`config.mk`:
```
export PLATFORM = sky130hd
export DESIGN_NAME = dev_protocol_flat
export DESIGN_NICKNAME = d
export VERILOG_FILES = /design/src/rtl/usb_pkg.sv /design/src/rtl/dev_protocol_if.sv /design/src/rtl/dev_timeout.sv /design/src/rtl/dev_protocol.sv /design/src/flat_wrapper.sv
export SDC_FILE = /design/constraint.sdc
export NUM_CORES = 1
export LEC_CHECK = 0
export ABC_AREA = 0
export ABC_CLOCK_PERIOD_IN_PS = 3800
export CAP_MARGIN = 20
export CORE_MARGIN = 5
export CORE_UTILIZATION = 40
export CTS_CLUSTER_SIZE = 10
export DETAILED_ROUTE_END_ITERATION = 6
export GPL_TIMING_DRIVEN = 0
export PLACE_DENSITY_LB_ADDON = 0.08
export SYNTH_ARGS = -nofsm -noshare
export SYNTH_HDL_FRONTEND = slang
export SYNTH_HIERARCHICAL = 1
export SYNTH_SLANG_ARGS = --single-unit
```
`constraint.sdc`:
```
create_clock -name clk -period 3.8 [get_ports clk]
set_clock_uncertainty 0.1 [all_clocks]
set_input_delay 0.95 -clock clk [delete_from_list [all_inputs] [get_ports clk]]
set_output_delay 0.95 -clock clk [all_outputs]
set_load 0.05 [all_outputs]
```
`src/rtl/usb_pkg.sv`:
```
// Shared USB protocol definitions: packet framing constants, PID codes,
// field bit positions, transaction kind codes and the device FSM states.
package usb_pkg;

  // Packet framing
  localparam int PKT_W = 99;
  localparam logic [7:0] SYNC = 8'h01;

  // PID values
  localparam logic [7:0] PID_OUT   = 8'hE1;
  localparam logic [7:0] PID_IN    = 8'h69;
  localparam logic [7:0] PID_DATA0 = 8'hC3;
  localparam logic [7:0] PID_ACK   = 8'hD2;
  localparam logic [7:0] PID_NAK   = 8'h5A;

  // Field bit positions inside a packet
  localparam int SYNC_HI = 98;
  localparam int SYNC_LO = 91;
  localparam int PID_HI  = 90;
  localparam int PID_LO  = 83;
  localparam int ADDR_HI = 82;
  localparam int ADDR_LO = 76;
  localparam int ENDP_HI = 75;
  localparam int ENDP_LO = 72;
  localparam int PAY_HI  = 82;
  localparam int PAY_LO  = 19;
  localparam int PAD_HI  = 18;

  // Transaction kind codes decoded from a token PID
  localparam logic [1:0] TRANS_NONE = 2'd0;
  localparam logic [1:0] TRANS_OUT  = 2'd1;
  localparam logic [1:0] TRANS_IN   = 2'd2;

  typedef enum logic [2:0] {
    ST_IDLE      = 3'd0,
    ST_WAIT_DATA = 3'd1,
    ST_SEND_DATA = 3'd2,
    ST_WAIT_HS   = 3'd3,
    ST_SEND_HS   = 3'd4
  } dev_state_t;

  // Classify a PID as an OUT token, an IN token, or anything else.
  function automatic logic [1:0] token_kind(input logic [7:0] pid);
    logic [1:0] kind;
    case (pid)
      PID_OUT: kind = TRANS_OUT;
      PID_IN:  kind = TRANS_IN;
      default: kind = TRANS_NONE;
    endcase
    return kind;
  endfunction

  // Build a handshake packet: SYNC, PID and all lower bits zero.
  function automatic logic [PKT_W-1:0] make_hs_pkt(input logic [7:0] pid);
    return {SYNC, pid, 83'd0};
  endfunction

  // Build a DATA0 packet carrying a 64-bit payload.
  function automatic logic [PKT_W-1:0] make_data_pkt(input logic [63:0] payload);
    return {SYNC, PID_DATA0, payload, 19'd0};
  endfunction

endpackage

```
`src/rtl/dev_protocol_if.sv`:
```
// Bus bundle between the device protocol responder (master side) and its
// surroundings: packet decoder/encoder and the endpoint buffers.
interface dev_protocol_if;
  import usb_pkg::*;

  logic [PKT_W-1:0] pkt_from_dec;
  logic             pkt_from_dec_avail;
  logic             pkt_from_dec_corrupt;
  logic [PKT_W-1:0] pkt_to_enc;
  logic             pkt_to_enc_avail;
  logic             pkt_sent;
  logic [3:0]       ep_endp;
  logic             ep_wr_ready;
  logic             ep_wr_en;
  logic [63:0]      ep_wr_data;
  logic             ep_rd_valid;
  logic [63:0]      ep_rd_data;
  logic             ep_rd_ack;
  logic             xact_done;
  logic             xact_ok;

  // Responder view
  modport master (
    input  pkt_from_dec, pkt_from_dec_avail, pkt_from_dec_corrupt, pkt_sent,
           ep_wr_ready, ep_rd_valid, ep_rd_data,
    output pkt_to_enc, pkt_to_enc_avail, ep_endp, ep_wr_en, ep_wr_data,
           ep_rd_ack, xact_done, xact_ok
  );

  // Environment view (codec and endpoint buffers)
  modport slave (
    output pkt_from_dec, pkt_from_dec_avail, pkt_from_dec_corrupt, pkt_sent,
           ep_wr_ready, ep_rd_valid, ep_rd_data,
    input  pkt_to_enc, pkt_to_enc_avail, ep_endp, ep_wr_en, ep_wr_data,
           ep_rd_ack, xact_done, xact_ok
  );

endinterface

```
`src/rtl/dev_timeout.sv`:
```
// Wait-state timeout counter: cleared while not waiting, counts each
// waiting cycle and flags when the count reaches TIMEOUT_LEN.
module dev_timeout #(
  parameter logic [7:0] TIMEOUT_LEN = 8'd255
) (
  input  logic clk,
  input  logic rst_b,
  input  logic i_en,
  input  logic i_clr,
  output logic o_fire
);

  logic [7:0] r_count;

  // Count waiting cycles, holding at the limit until cleared.
  always_ff @(posedge clk) begin
    if (!rst_b) begin
      r_count <= 8'd0;
    end else if (i_clr) begin
      r_count <= 8'd0;
    end else if (i_en && (r_count != TIMEOUT_LEN)) begin
      r_count <= r_count + 8'd1;
    end else begin
      r_count <= r_count;
    end
  end

  assign o_fire = i_en && !i_clr && (r_count == TIMEOUT_LEN);

endmodule

```
`src/rtl/dev_protocol.sv`:
```
// Device-side USB transaction responder: answers OUT tokens with ACK/NAK
// after the DATA0 stage and IN tokens with DATA0/NAK, then tracks the
// host handshake. All outputs are registered.
module dev_protocol
  import usb_pkg::*;
#(
  parameter logic [6:0] DEV_ADDR    = 7'd5,
  parameter logic [7:0] TIMEOUT_LEN = 8'd255
) (
  input logic            clk,
  input logic            rst_b,
  dev_protocol_if.master bus
);

  dev_state_t       r_state;
  logic [PKT_W-1:0] r_pkt_to_enc;
  logic             r_pkt_to_enc_avail;
  logic [3:0]       r_ep_endp;
  logic             r_ep_wr_en;
  logic [63:0]      r_ep_wr_data;
  logic             r_ep_rd_ack;
  logic             r_xact_done;
  logic             r_xact_ok;
  logic             r_hs_ack;   // handshake being sent is an ACK

  logic [7:0]  w_pid;
  logic [6:0]  w_addr;
  logic [3:0]  w_endp;
  logic [63:0] w_payload;
  logic [1:0]  w_kind;
  logic        w_pkt_good;
  logic        w_wait;
  logic        w_tmo_clr;
  logic        w_tmo_fire;
  logic        w_unused_bits;

  assign w_pid      = bus.pkt_from_dec[PID_HI:PID_LO];
  assign w_addr     = bus.pkt_from_dec[ADDR_HI:ADDR_LO];
  assign w_endp     = bus.pkt_from_dec[ENDP_HI:ENDP_LO];
  assign w_payload  = bus.pkt_from_dec[PAY_HI:PAY_LO];
  assign w_kind     = token_kind(w_pid);
  assign w_pkt_good = bus.pkt_from_dec_avail && !bus.pkt_from_dec_corrupt;
  assign w_wait     = (r_state == ST_WAIT_DATA) || (r_state == ST_WAIT_HS);
  assign w_tmo_clr  = !w_wait;

  // SYNC and the data padding are not interpreted by the responder.
  assign w_unused_bits = ^{bus.pkt_from_dec[SYNC_HI:SYNC_LO],
                           bus.pkt_from_dec[PAD_HI:0]};

  dev_timeout #(
    .TIMEOUT_LEN(TIMEOUT_LEN)
  ) u_timeout (
    .clk    (clk),
    .rst_b  (rst_b),
    .i_en   (w_wait),
    .i_clr  (w_tmo_clr),
    .o_fire (w_tmo_fire)
  );

  // Transaction FSM with registered packet, strobes and completion status.
  always_ff @(posedge clk) begin
    if (!rst_b) begin
      r_state            <= ST_IDLE;
      r_pkt_to_enc       <= '0;
      r_pkt_to_enc_avail <= 1'b0;
      r_ep_endp          <= 4'd0;
      r_ep_wr_en         <= 1'b0;
      r_ep_wr_data       <= 64'd0;
      r_ep_rd_ack        <= 1'b0;
      r_xact_done        <= 1'b0;
      r_xact_ok          <= 1'b0;
      r_hs_ack           <= 1'b0;
    end else begin
      // Strobes last exactly one cycle.
      r_ep_wr_en  <= 1'b0;
      r_ep_rd_ack <= 1'b0;
      r_xact_done <= 1'b0;
      r_xact_ok   <= 1'b0;

      case (r_state)
        ST_IDLE: begin
          if (w_pkt_good && (w_addr == DEV_ADDR)) begin
            case (w_kind)
              TRANS_OUT: begin
                r_ep_endp <= w_endp;
                r_state   <= ST_WAIT_DATA;
              end
              TRANS_IN: begin
                r_ep_endp          <= w_endp;
                r_pkt_to_enc_avail <= 1'b1;
                if (bus.ep_rd_valid) begin
                  r_pkt_to_enc <= make_data_pkt(bus.ep_rd_data);
                  r_state      <= ST_SEND_DATA;
                end else begin
                  r_pkt_to_enc <= make_hs_pkt(PID_NAK);
                  r_hs_ack     <= 1'b0;
                  r_state      <= ST_SEND_HS;
                end
              end
              default: begin
                r_state <= ST_IDLE;
              end
            endcase
          end
        end

        ST_WAIT_DATA: begin
          // An arriving packet takes precedence over a same-cycle timeout.
          if (bus.pkt_from_dec_avail) begin
            if (bus.pkt_from_dec_corrupt || (w_pid != PID_DATA0)) begin
              r_xact_done <= 1'b1;
              r_state     <= ST_IDLE;
            end else if (bus.ep_wr_ready) begin
              r_ep_wr_en         <= 1'b1;
              r_ep_wr_data       <= w_payload;
              r_pkt_to_enc       <= make_hs_pkt(PID_ACK);
              r_pkt_to_enc_avail <= 1'b1;
              r_hs_ack           <= 1'b1;
              r_state            <= ST_SEND_HS;
            end else begin
              r_pkt_to_enc       <= make_hs_pkt(PID_NAK);
              r_pkt_to_enc_avail <= 1'b1;
              r_hs_ack           <= 1'b0;
              r_state            <= ST_SEND_HS;
            end
          end else if (w_tmo_fire) begin
            r_xact_done <= 1'b1;
            r_state     <= ST_IDLE;
          end
        end

        ST_SEND_DATA: begin
          if (bus.pkt_sent) begin
            r_pkt_to_enc_avail <= 1'b0;
            r_state            <= ST_WAIT_HS;
          end
        end

        ST_WAIT_HS: begin
          if (bus.pkt_from_dec_avail) begin
            r_xact_done <= 1'b1;
            r_state     <= ST_IDLE;
            if (w_pkt_good && (w_pid == PID_ACK)) begin
              r_ep_rd_ack <= 1'b1;
              r_xact_ok   <= 1'b1;
            end
          end else if (w_tmo_fire) begin
            r_xact_done <= 1'b1;
            r_state     <= ST_IDLE;
          end
        end

        ST_SEND_HS: begin
          if (bus.pkt_sent) begin
            r_pkt_to_enc_avail <= 1'b0;
            r_xact_done        <= 1'b1;
            r_xact_ok          <= r_hs_ack;
            r_state            <= ST_IDLE;
          end
        end

        default: begin
          r_pkt_to_enc_avail <= 1'b0;
          r_state            <= ST_IDLE;
        end
      endcase
    end
  end

  assign bus.pkt_to_enc       = r_pkt_to_enc;
  assign bus.pkt_to_enc_avail = r_pkt_to_enc_avail;
  assign bus.ep_endp          = r_ep_endp;
  assign bus.ep_wr_en         = r_ep_wr_en;
  assign bus.ep_wr_data       = r_ep_wr_data;
  assign bus.ep_rd_ack        = r_ep_rd_ack;
  assign bus.xact_done        = r_xact_done;
  assign bus.xact_ok          = r_xact_ok;

endmodule
```
`src/flat_wrapper.sv`:
```
// flat-port wrapper written by rule: the top's interface ports become plain ports
module dev_protocol_flat import usb_pkg::*;
#(
  parameter logic [6:0] DEV_ADDR    = 7'd5,
  parameter logic [7:0] TIMEOUT_LEN = 8'd255
)
  (clk, rst_b, bus_pkt_from_dec, bus_pkt_from_dec_avail, bus_pkt_from_dec_corrupt, bus_pkt_sent, bus_ep_wr_ready, bus_ep_rd_valid, bus_ep_rd_data, bus_pkt_to_enc, bus_pkt_to_enc_avail, bus_ep_endp, bus_ep_wr_en, bus_ep_wr_data, bus_ep_rd_ack, bus_xact_done, bus_xact_ok);
  dev_protocol_if bus_i ();
  input logic clk;
  input logic rst_b;
  input wire logic [$bits(bus_i.pkt_from_dec)-1:0] bus_pkt_from_dec;
  input wire logic [$bits(bus_i.pkt_from_dec_avail)-1:0] bus_pkt_from_dec_avail;
  input wire logic [$bits(bus_i.pkt_from_dec_corrupt)-1:0] bus_pkt_from_dec_corrupt;
  input wire logic [$bits(bus_i.pkt_sent)-1:0] bus_pkt_sent;
  input wire logic [$bits(bus_i.ep_wr_ready)-1:0] bus_ep_wr_ready;
  input wire logic [$bits(bus_i.ep_rd_valid)-1:0] bus_ep_rd_valid;
  input wire logic [$bits(bus_i.ep_rd_data)-1:0] bus_ep_rd_data;
  output wire logic [$bits(bus_i.pkt_to_enc)-1:0] bus_pkt_to_enc;
  output wire logic [$bits(bus_i.pkt_to_enc_avail)-1:0] bus_pkt_to_enc_avail;
  output wire logic [$bits(bus_i.ep_endp)-1:0] bus_ep_endp;
  output wire logic [$bits(bus_i.ep_wr_en)-1:0] bus_ep_wr_en;
  output wire logic [$bits(bus_i.ep_wr_data)-1:0] bus_ep_wr_data;
  output wire logic [$bits(bus_i.ep_rd_ack)-1:0] bus_ep_rd_ack;
  output wire logic [$bits(bus_i.xact_done)-1:0] bus_xact_done;
  output wire logic [$bits(bus_i.xact_ok)-1:0] bus_xact_ok;
  assign bus_i.pkt_from_dec = bus_pkt_from_dec;
  assign bus_i.pkt_from_dec_avail = bus_pkt_from_dec_avail;
  assign bus_i.pkt_from_dec_corrupt = bus_pkt_from_dec_corrupt;
  assign bus_i.pkt_sent = bus_pkt_sent;
  assign bus_i.ep_wr_ready = bus_ep_wr_ready;
  assign bus_i.ep_rd_valid = bus_ep_rd_valid;
  assign bus_i.ep_rd_data = bus_ep_rd_data;
  assign bus_pkt_to_enc = bus_i.pkt_to_enc;
  assign bus_pkt_to_enc_avail = bus_i.pkt_to_enc_avail;
  assign bus_ep_endp = bus_i.ep_endp;
  assign bus_ep_wr_en = bus_i.ep_wr_en;
  assign bus_ep_wr_data = bus_i.ep_wr_data;
  assign bus_ep_rd_ack = bus_i.ep_rd_ack;
  assign bus_xact_done = bus_i.xact_done;
  assign bus_xact_ok = bus_i.xact_ok;
  dev_protocol #(.DEV_ADDR(DEV_ADDR), .TIMEOUT_LEN(TIMEOUT_LEN)) u_core (.clk(clk), .rst_b(rst_b), .bus(bus_i));
endmodule
```
==> results.txt <==
Outcome = finished clean
Share of the synthesized area in the top cell type = 0.461
Hold Path Cell Cnt = 2
Reg2reg start = u_core/r_state[0]
Routed len/inst = 16.6 µm
Rel. slew slack = 0.588
IO Pins = 342
Worst-path clk slew = 0.06 ns
CTS tree = done
CP dominant cell by count = and2_1
Core Box Area = 16500 µm²
Worst Hold Launch = u_core/bus.pkt_to_enc[45]
Total track usage = 0.223
R2r endpoint = u_core/bus.ep_wr_data[37]
R2R Setup Slk = 1.31 ns
Clock power frac = 0.454
Synth top area cells = dfxtp_1, mux2i_1, nand3_1
Drt first pass iters = 4
Logic pwr share = 0.092
Grt total ovfl = 0
IO buf count = 286
CP cell instances = clkdlybuf4s50_1 -> nor2b_1 -> and2_1 -> and2_1 -> ha_1 -> or4_1 -> nor4_2 -> mux2i_1 -> nor2_1
Final ANT Viol Nets = 0
Crit path kind = input port to flop
CTS H-tree depth = 4
CTS buffer count = 17
Final min period = 3.26 ns
Depth of the most critical reg-to-reg path = 7
HPWL Detailed = 17100 µm
Row count = 47
Worst hold endpoint = u_core/bus.pkt_to_enc[45]
Setup Fix Bufs, Post-CTS = 0
Post-DP Area = 9930 µm²
Leakage power = 4.08 nW
Ant diodes = 0
Worst-Skew Late Latency = 0.41 ns
Slowest CP cell = nor4_2
Synthesis Warnings = 6
Die Ht = 139 µm
Post-synthesis cell type count = 48
Worst Path Max Fanout = 5
Measured slew at the worst slew-check pin = 0.613 ns
Initial antenna violation count = 0
Routed wire length = 22100 µm
Final Hold Viols = 0
First-pass GRT wire length = 35300 µm
Fin cells = 1334
Placed Cells = 1307
Vias per Instance = 5.02
Cell Area, Synth = 6690 µm²
P_sw = 0.770 mW
Vias in the first global route = 6588
Pre-CTS setup slack = 0.127 ns
Power Total = 3.56 mW
Unrepaired setup endpoints after global routing = no
Fraction of layout cells with a size suffix above 1 = 0.0655
P per Cell Area = 339 nW/µm²
Most frequent cells after synthesis = dfxtp_1, nand3_1, nand2_1
Max-cap violation count = 0
Crit end category = flop
Post-route cell area = 10500 µm²
Post-CTS Resized = 0
Switching portion of total power = 0.216
Post-synth EDFFs = 0
Fin. max-slew vios = 0
DIE WIDTH = 139 µm
# setup viols final = 0
Synth Flop Type = dfxtp_1
Largest net degree at the start of global routing = 17
Iter 0 DRT Violations = 319
Fmax = 307 MHz
Root buffer cell = clkbuf_16
Remaining routing DRC violations = 0
Startpoint Class = input port
P&R area growth vs syn = 56.8%
CTS sink count = 154
Mapped Cells = 774
CTS max path bufs = 2
Final Wtd Congestion = 0.853
Internal cell power = 2.79 mW
Top-count cell post-synth = dfxtp_1
Die area = 19400 µm²
Worst endpoint required time = 3.98 ns
Critical Path AT = 3.44 ns
Seq/Total Area, Yosys = 0.461
Sum Neg Setup Slack = 0 ns
Number of synthesized register bits = 154
Starting Density = 0.405
Max incr delay on CP = 0.48 ns
Final WS setup = 0.541 ns
Syn_area_per_cell = 8.65 µm²
Hold/Removal Path Class = flop to flop
Post-synth top area cell = dfxtp_1
Final worst-path cycle share = 0.858
Fraction of registers with async set/reset = 0
Maximum vdd drop = 0.294 mV
Seq pwr share = 0.454
Hold-fix buffers at CTS = 0
Detailed-route via count = 6698
Nets = 1279
## state kept, by name, indices dropped and copies added, names as in the netlist
name / flops
u_core/bus.pkt_to_enc: 69
u_core/bus.ep_wr_data: 64
u_core/u_timeout/r_count: 8
u_core/bus.ep_endp: 4
u_core/r_state: 3
u_core/bus.ep_rd_ack: 1
u_core/bus.ep_wr_en: 1
u_core/bus.pkt_to_enc_avail: 1
u_core/bus.xact_done: 1
u_core/bus.xact_ok: 1
u_core/r_hs_ack: 1
## layout make-up
| type | count | area, µm² |
|---|---|---|
| Clock inverter | 2 | 35.0 |
| Buffer | 100 | 538 |
| Inverter | 7 | 26.3 |
| Multi-Input combinational cell | 540 | 3150 |
| Sequential cell | 154 | 3080 |
| Timing Repair Buffer | 286 | 2860 |
| Clock buffer | 25 | 526 |
| Fill cell | 1479 | 6030 |
| Tap cell | 220 | 275 |
## kinds of logic after synthesis
kind of cell,count (synthesis),synth area share
buffers and inverters,107,0.0843
multiplexers,71,0.106
flip-flops,154,0.461
AO/OA/AOI/OAI,170,0.140
adder cells (fa/ha/maj),3,0.00561
AND/OR/NAND/NOR,268,0.203
other,1,0.000560
## worst max-delay path: cells and delay by family
family / cells / cell delay [ns]
muxes: 1 / 0.25
buffers and inverters: 1 / 0.47
and+or+nand+nor: 6 / 1.54
adders and majority gates: 1 / 0.23
## cell usage in the layout (no fill, tap or decap), drive strengths merged, types with 4 or more instances in the layout
master	n
nand2b	4
conb	28
a211oi	4
nor3	6
clkbuf	77
and2	5
nand3b	5
nand2	78
nor4bb	5
and4	5
nand3	132
buf	48
mux2i	71
o21ai	72
clkdlybuf4s50	286
inv	7
nor2	9
nor2b	4
nand4	5
a21oi	75
dfxtp	154
## metrics by stage
step	util	hold WS, ns
3_5_place_dp	0.601	0.350
2_1_floorplan	-	0.336
5_1_grt	0.635	0.374
6_report	0.635	0.354
3_3_place_gp	0.601	0.344
4_1_cts	0.635	0.358
## worst max-delay path by stage
stage,start,to,cells after the start
2_1_floorplan,bus_pkt_from_dec[84],u_core/bus.ep_endp[0],8
6_report,bus_pkt_from_dec[83],u_core/bus.ep_endp[1],9
5_1_grt,bus_pkt_from_dec[88],u_core/bus.ep_endp[1],9
3_5_place_dp,bus_pkt_from_dec[88],u_core/bus.ep_endp[3],9
3_3_place_gp,bus_pkt_from_dec[88],u_core/bus.ep_endp[2],9
4_1_cts,bus_pkt_from_dec[88],u_core/bus.ep_endp[1],9
## routing by layer
layer | up-vias | wire length (µm) | track usage
met3 | 36 | 1930 | 0.0840
li1 | 3329 | - | -
met2 | 242 | 10500 | 0.365
met5 | - | 0 | 0
met1 | 3091 | 9040 | 0.266
met4 | 0 | 665 | 0.0891
## power groups by stage
| stage | Sequential (mW) | Clock, mW | Combinational [mW] |
|---|---|---|---|
| after detailed placement | 1.65 | 0 | 0.325 |
| final | 1.61 | 1.62 | 0.327 |
| after global placement | 1.65 | 0 | 0.326 |
| after floorplan | 1.65 | 0 | 0.146 |
| after global routing | 1.61 | 1.73 | 0.348 |
| after CTS | 1.61 | 1.66 | 0.327 |
No activity file was read; power rests on OpenSTA's default activity.
